### config.mk
export PLATFORM = sky130hd
export DESIGN_NAME = pwm_fade_sequencer
export DESIGN_NICKNAME = d
export VERILOG_FILES = /design/src/rtl/pwm_fade_sequencer.sv
export SDC_FILE = /design/constraint.sdc
export NUM_CORES = 1
export LEC_CHECK = 0
export BUFFER_PORTS_ARGS = -buffer_cell sky130_fd_sc_hd__buf_2
export CAP_MARGIN = 10
export CELL_PAD_IN_SITES_DETAIL_PLACEMENT = 1
export CELL_PAD_IN_SITES_GLOBAL_PLACEMENT = 2
export CORE_MARGIN = 2
export CORE_UTILIZATION = 35
export CTS_BUF_LIST = sky130_fd_sc_hd__clkbuf_8
export DETAILED_ROUTE_END_ITERATION = 12
export GPL_ROUTABILITY_DRIVEN = 0
export PLACE_DENSITY_LB_ADDON = 0.1
export SYNTH_ARGS = -nofsm -noshare
export SYNTH_HDL_FRONTEND = slang
export SYNTH_SLANG_ARGS = --single-unit
### constraint.sdc
create_clock -name clk -period 2.7 [get_ports clk]
set_clock_uncertainty 0.05 [all_clocks]
set_input_delay 0.405 -clock clk [delete_from_list [all_inputs] [get_ports clk]]
set_output_delay 0.405 -clock clk [all_outputs]
set_load 0.05 [all_outputs]
### src/rtl/pwm_fade_sequencer.sv
// Breathing-LED duty sequencer for a pwm8b: ramp up, hold high, ramp down, hold low,
// once or looped, with every step paced by a programmable prescaler tick.
module pwm_fade_sequencer #(
  parameter int STEP  = 1,
  parameter int DIV_W = 16
) (
  input  logic             clk,
  input  logic             rst_n,
  input  logic             start,
  input  logic             stop,
  input  logic             loop,
  input  logic [DIV_W-1:0] step_div,
  input  logic [7:0]       duty_min,
  input  logic [7:0]       duty_max,
  input  logic [7:0]       hold_cnt,
  output logic [7:0]       duty,
  output logic             pwm_en,
  output logic             busy,
  output logic             cycle_done,
  output logic             cfg_err
);

  localparam logic [8:0] STEP9 = 9'(STEP);

  typedef enum logic [2:0] {
    S_IDLE,
    S_RAMP_UP,
    S_HOLD_HIGH,
    S_RAMP_DOWN,
    S_HOLD_LOW
  } state_t;

  state_t           state_q, state_d;
  logic [7:0]       duty_q, duty_d;
  logic             pwm_en_q, pwm_en_d;
  logic             busy_q, busy_d;
  logic             cycle_done_q, cycle_done_d;
  logic             cfg_err_q, cfg_err_d;
  logic [DIV_W-1:0] presc_q, presc_d;
  logic [7:0]       hold_ctr_q, hold_ctr_d;
  logic             loop_l_q, loop_l_d;
  logic [DIV_W-1:0] div_l_q, div_l_d;
  logic [7:0]       min_l_q, min_l_d;
  logic [7:0]       max_l_q, max_l_d;
  logic [7:0]       hold_l_q, hold_l_d;

  logic             tick;
  logic [8:0]       up_sum;
  logic [8:0]       dn_diff;
  logic [8:0]       dn_floor;

  always_comb begin
    state_d      = state_q;
    duty_d       = duty_q;
    pwm_en_d     = pwm_en_q;
    cycle_done_d = 1'b0;
    cfg_err_d    = 1'b0;
    presc_d      = presc_q;
    hold_ctr_d   = hold_ctr_q;
    loop_l_d     = loop_l_q;
    div_l_d      = div_l_q;
    min_l_d      = min_l_q;
    max_l_d      = max_l_q;
    hold_l_d     = hold_l_q;

    // 9-bit sums keep saturation decisions free of 8-bit wrap-around.
    up_sum   = {1'b0, duty_q} + STEP9;
    dn_diff  = {1'b0, duty_q} - STEP9;
    dn_floor = {1'b0, min_l_q} + STEP9;

    tick = (state_q != S_IDLE) && (presc_q == div_l_q);
    if (state_q != S_IDLE) begin
      presc_d = tick ? '0 : presc_q + DIV_W'(1);
    end

    case (state_q)
      S_IDLE: begin
        if (start && !stop) begin
          if (duty_min > duty_max) begin
            cfg_err_d = 1'b1;
          end else begin
            state_d    = S_RAMP_UP;
            duty_d     = duty_min;
            pwm_en_d   = 1'b1;
            presc_d    = '0;
            hold_ctr_d = '0;
            loop_l_d   = loop;
            div_l_d    = step_div;
            min_l_d    = duty_min;
            max_l_d    = duty_max;
            hold_l_d   = hold_cnt;
          end
        end
      end
      S_RAMP_UP: begin
        if (tick) begin
          if (up_sum >= {1'b0, max_l_q}) begin
            duty_d     = max_l_q;
            hold_ctr_d = '0;
            state_d    = S_HOLD_HIGH;
          end else begin
            duty_d = up_sum[7:0];
          end
        end
      end
      S_HOLD_HIGH: begin
        if (tick) begin
          if (hold_ctr_q == hold_l_q) state_d = S_RAMP_DOWN;
          else                        hold_ctr_d = hold_ctr_q + 8'd1;
        end
      end
      S_RAMP_DOWN: begin
        if (tick) begin
          if ({1'b0, duty_q} < dn_floor) begin
            duty_d     = min_l_q;
            hold_ctr_d = '0;
            state_d    = S_HOLD_LOW;
          end else begin
            duty_d = dn_diff[7:0];
          end
        end
      end
      S_HOLD_LOW: begin
        if (tick) begin
          if (hold_ctr_q == hold_l_q) begin
            cycle_done_d = 1'b1;
            hold_ctr_d   = '0;
            if (loop_l_q) begin
              state_d = S_RAMP_UP;
            end else begin
              state_d  = S_IDLE;
              duty_d   = '0;
              pwm_en_d = 1'b0;
              presc_d  = '0;
            end
          end else begin
            hold_ctr_d = hold_ctr_q + 8'd1;
          end
        end
      end
      default: state_d = S_IDLE;
    endcase

    // Abort overrides whatever the profile would have done this cycle.
    if (stop && (state_q != S_IDLE)) begin
      state_d      = S_IDLE;
      duty_d       = '0;
      pwm_en_d     = 1'b0;
      presc_d      = '0;
      hold_ctr_d   = '0;
      cycle_done_d = 1'b0;
    end

    busy_d = (state_d != S_IDLE);
  end

  always_ff @(posedge clk or negedge rst_n) begin
    if (!rst_n) begin
      state_q      <= S_IDLE;
      duty_q       <= '0;
      pwm_en_q     <= 1'b0;
      busy_q       <= 1'b0;
      cycle_done_q <= 1'b0;
      cfg_err_q    <= 1'b0;
      presc_q      <= '0;
      hold_ctr_q   <= '0;
      loop_l_q     <= 1'b0;
      div_l_q      <= '0;
      min_l_q      <= '0;
      max_l_q      <= '0;
      hold_l_q     <= '0;
    end else begin
      state_q      <= state_d;
      duty_q       <= duty_d;
      pwm_en_q     <= pwm_en_d;
      busy_q       <= busy_d;
      cycle_done_q <= cycle_done_d;
      cfg_err_q    <= cfg_err_d;
      presc_q      <= presc_d;
      hold_ctr_q   <= hold_ctr_d;
      loop_l_q     <= loop_l_d;
      div_l_q      <= div_l_d;
      min_l_q      <= min_l_d;
      max_l_q      <= max_l_d;
      hold_l_q     <= hold_l_d;
    end
  end

  assign duty       = duty_q;
  assign pwm_en     = pwm_en_q;
  assign busy       = busy_q;
  assign cycle_done = cycle_done_q;
  assign cfg_err    = cfg_err_q;

endmodule

==> metrics.txt <==
I/O pins=57; Layout fillers=between 1.5k and 2k; R2R Path Start=min_l_q[3]; Crit Path Max Fanout=2; met1 Usage GRT=between 20% and 30%; register area share after synthesis=39.1%; starting DRC count in detailed routing=between 150 and 200; top_reg_cell synth=dfrtp_1; synth warn=0; IO Port Bufs=56; TNS Setup=-4260 ps; Setup CP Type=register to register; Root Driver=clkbuf_8; die width=~120 um; Pleak=between 3 and 4 nW; crit path to=duty[4]; most used routing layer=met2; Arr. time, crit path=3260 ps; Global Route Usage Sum=around 22%; Reg2Reg Depth=14; fin util=47.8%; largest net degree at the start of global routing=43; Fin. Hold Viols=0; Final Setup Violations=19; status=finished, violations left; net count after synthesis=slightly above 600; HP Class=input port to register; Max Clock Freq=about 330 MHz; synthesized instance count=about 540; CTS tree=yes; Core Area=between 10,000 and 15,000 um2; Reg-to-Reg End=duty[4]; Starting Density=a little over a third; clock-pin slew on the worst setup and hold paths=about 100 ps; Antenna diodes=0; via count=4,622; final cell count without fillers=between 800 and 900; first drt pass iteration count=4; CTS sink count=80; # rows=44; r2r setup slk=-340 ps; Die Y=125 um; number of enable flip-flop cells after synthesis=0; number of nets still failing antenna checks after routing=0; CP endpoint kind=register; drt wl/cell=19.5 um; Final Cell Area=6900 um2; Yosys reg bits=80; hold slack=approximately 200 ps; met3 Resource Use GR=3.48%; layout cell share with drive strength beyond 1=between 30% and 40%; Worst Setup SP=min_l_q[3]; total gr overflow=0; Post-synth ARST share=100%; routing usage on met2=a little over a third; CTS Buf Count=9; max cap viols=0; Post-layout nets=750; worst skew pair latency=about 380 ps; data required time of the worst path=approximately 2900 ps; Tmin final=3040 ps; PwrDens=approximately 1100 nW/um2; Slew @ Worst Pin=between 600 and 700 ps; Pins Over Slew Limit=0; first-pass GRT wire length=between 20 and 30 mm; placed standard-cell area=6280 um2; vias in the first global route=between 4k and 5k; Slew HR=slightly below 60%; Max Root-Sink Buffers=2; failing checks=setup timing; most common cell after layout, fill and taps aside=buf_4; unrepaired setup endpoints after global routing=yes; setup slack after layout=-345 ps; mean post-synth cell area=roughly 9.5 um2; Layout Area Growth over Synthesis=34.9%; crit path launch type=register; DP Worst Slack=-306 ps; Mapped Area=~5100 um2; post-DP HPWL=roughly 13 mm; Synth cell types=56; # DRC=0; DIE AREA=between 15,000 and 20,000 um2; Tcrit/Tclk final=113%; Total Power=~8 mW; Inst Count DP=~840; maximum vdd drop=approximately 460 uV; initial antenna violation count=0; Via density=5.34; final WL=between 15 and 20 mm; most frequent cells in the layout=buf_4, dfrtp_1, buf_2; H-tree Lvls=3
==> Yosys cell counts (all sizes together) (18+ instances only) <==
master,number,share of area (%)
dfrtp,80,39
nand2,47,3.4
nor2,46,3.4
mux2,37,8.6
o21ai,30,2.9
ha,28,6.9
xor2,28,4.8
nand3,26,2.5
xnor2,26,4.5
inv,25,1.8
clkbuf,19,1.4
a21oi,18,1.8
==> routing by layer <==
metal  share of wire, %  up-vias
met3                2.6       19
li1                   -     2206
met5                  0        -
met1                 46     2323
met4                2.3        0
met2                 49       74
==> layout make-up <==
type	instances	area (um2)	area share [%]
clock inverter	5	62.6	0.907
inverter	25	96.3	1.40
multi-input combinational	410	3260	47.3
timing repair buffer	151	1080	15.7
tap	184	230	3.34
sequential	80	2010	29.2
clock buffer	11	151	2.19
==> kinds of logic after synthesis <==
family / count (synthesis) / share of synthesized area, %
and+or+nand+nor: 185 / 18.2
AOI/OAI and AO/OA: 99 / 13.0
DFF: 80 / 39.1
xor gates and xnor gates: 54 / 9.25
buffers and inverters: 47 / 3.57
muxes: 43 / 9.76
adders and majority gates: 29 / 7.05
==> repair_timing <==
action                                 CTS  global route
setup endpoints to repair               19            20
buffers inserted                         4             9
endpoints found under the hold margin   30             0
cloned                                   0             1
gates resized for setup                 19            44
hold buffers                             1             0
pin swaps                                9            18
==> worst min-delay path by stage <==
| stage | startpoint | endpoint | slack, ps | depth (start not counted) |
|---|---|---|---|---|
| finish | step_div[3] | div_l_q[3] | 200 | 2 |
| global route | step_div[3] | div_l_q[3] | 190 | 2 |
| CTS | step_div[1] | div_l_q[1] | 180 | 2 |
| detailed placement | rst_n | min_l_q[7] | 400 | 1 |
| global placement | rst_n | min_l_q[7] | 400 | 1 |
| floorplan | rst_n | busy | 60 | 0 |
==> critical path, stage by stage, from the launching register on <==
cell and delay [ps]:
dfrtp_1 360, and3_4 190, and3_4 190, nand3_2 80
xor2_1 150, ha_1 320, buf_6 130, a21oi_2 120
o211ai_1 160, buf_4 170, nor3_1 150, a31oi_1 80
a221oi_2 310, o221ai_1 170, mux2_4 290
==> sequential cells by signal, indices dropped and copies added, names as in the netlist <==
name	flops
hold_ctr_q	8
max_l_q	8
presc_q	16
loop_l_q	1
cycle_done	1
div_l_q	16
pwm_en	1
duty	8
cfg_err	1
hold_l_q	8
state_q	3
busy	1
min_l_q	8
==> where the power goes <==
part	switching [mW]	internal [mW]
registers	0.355	1.61
clock network	0.492	0.482
logic	2.60	2.29
total	3.44	4.38
Note: power is estimated with default switching activity, not from simulation.
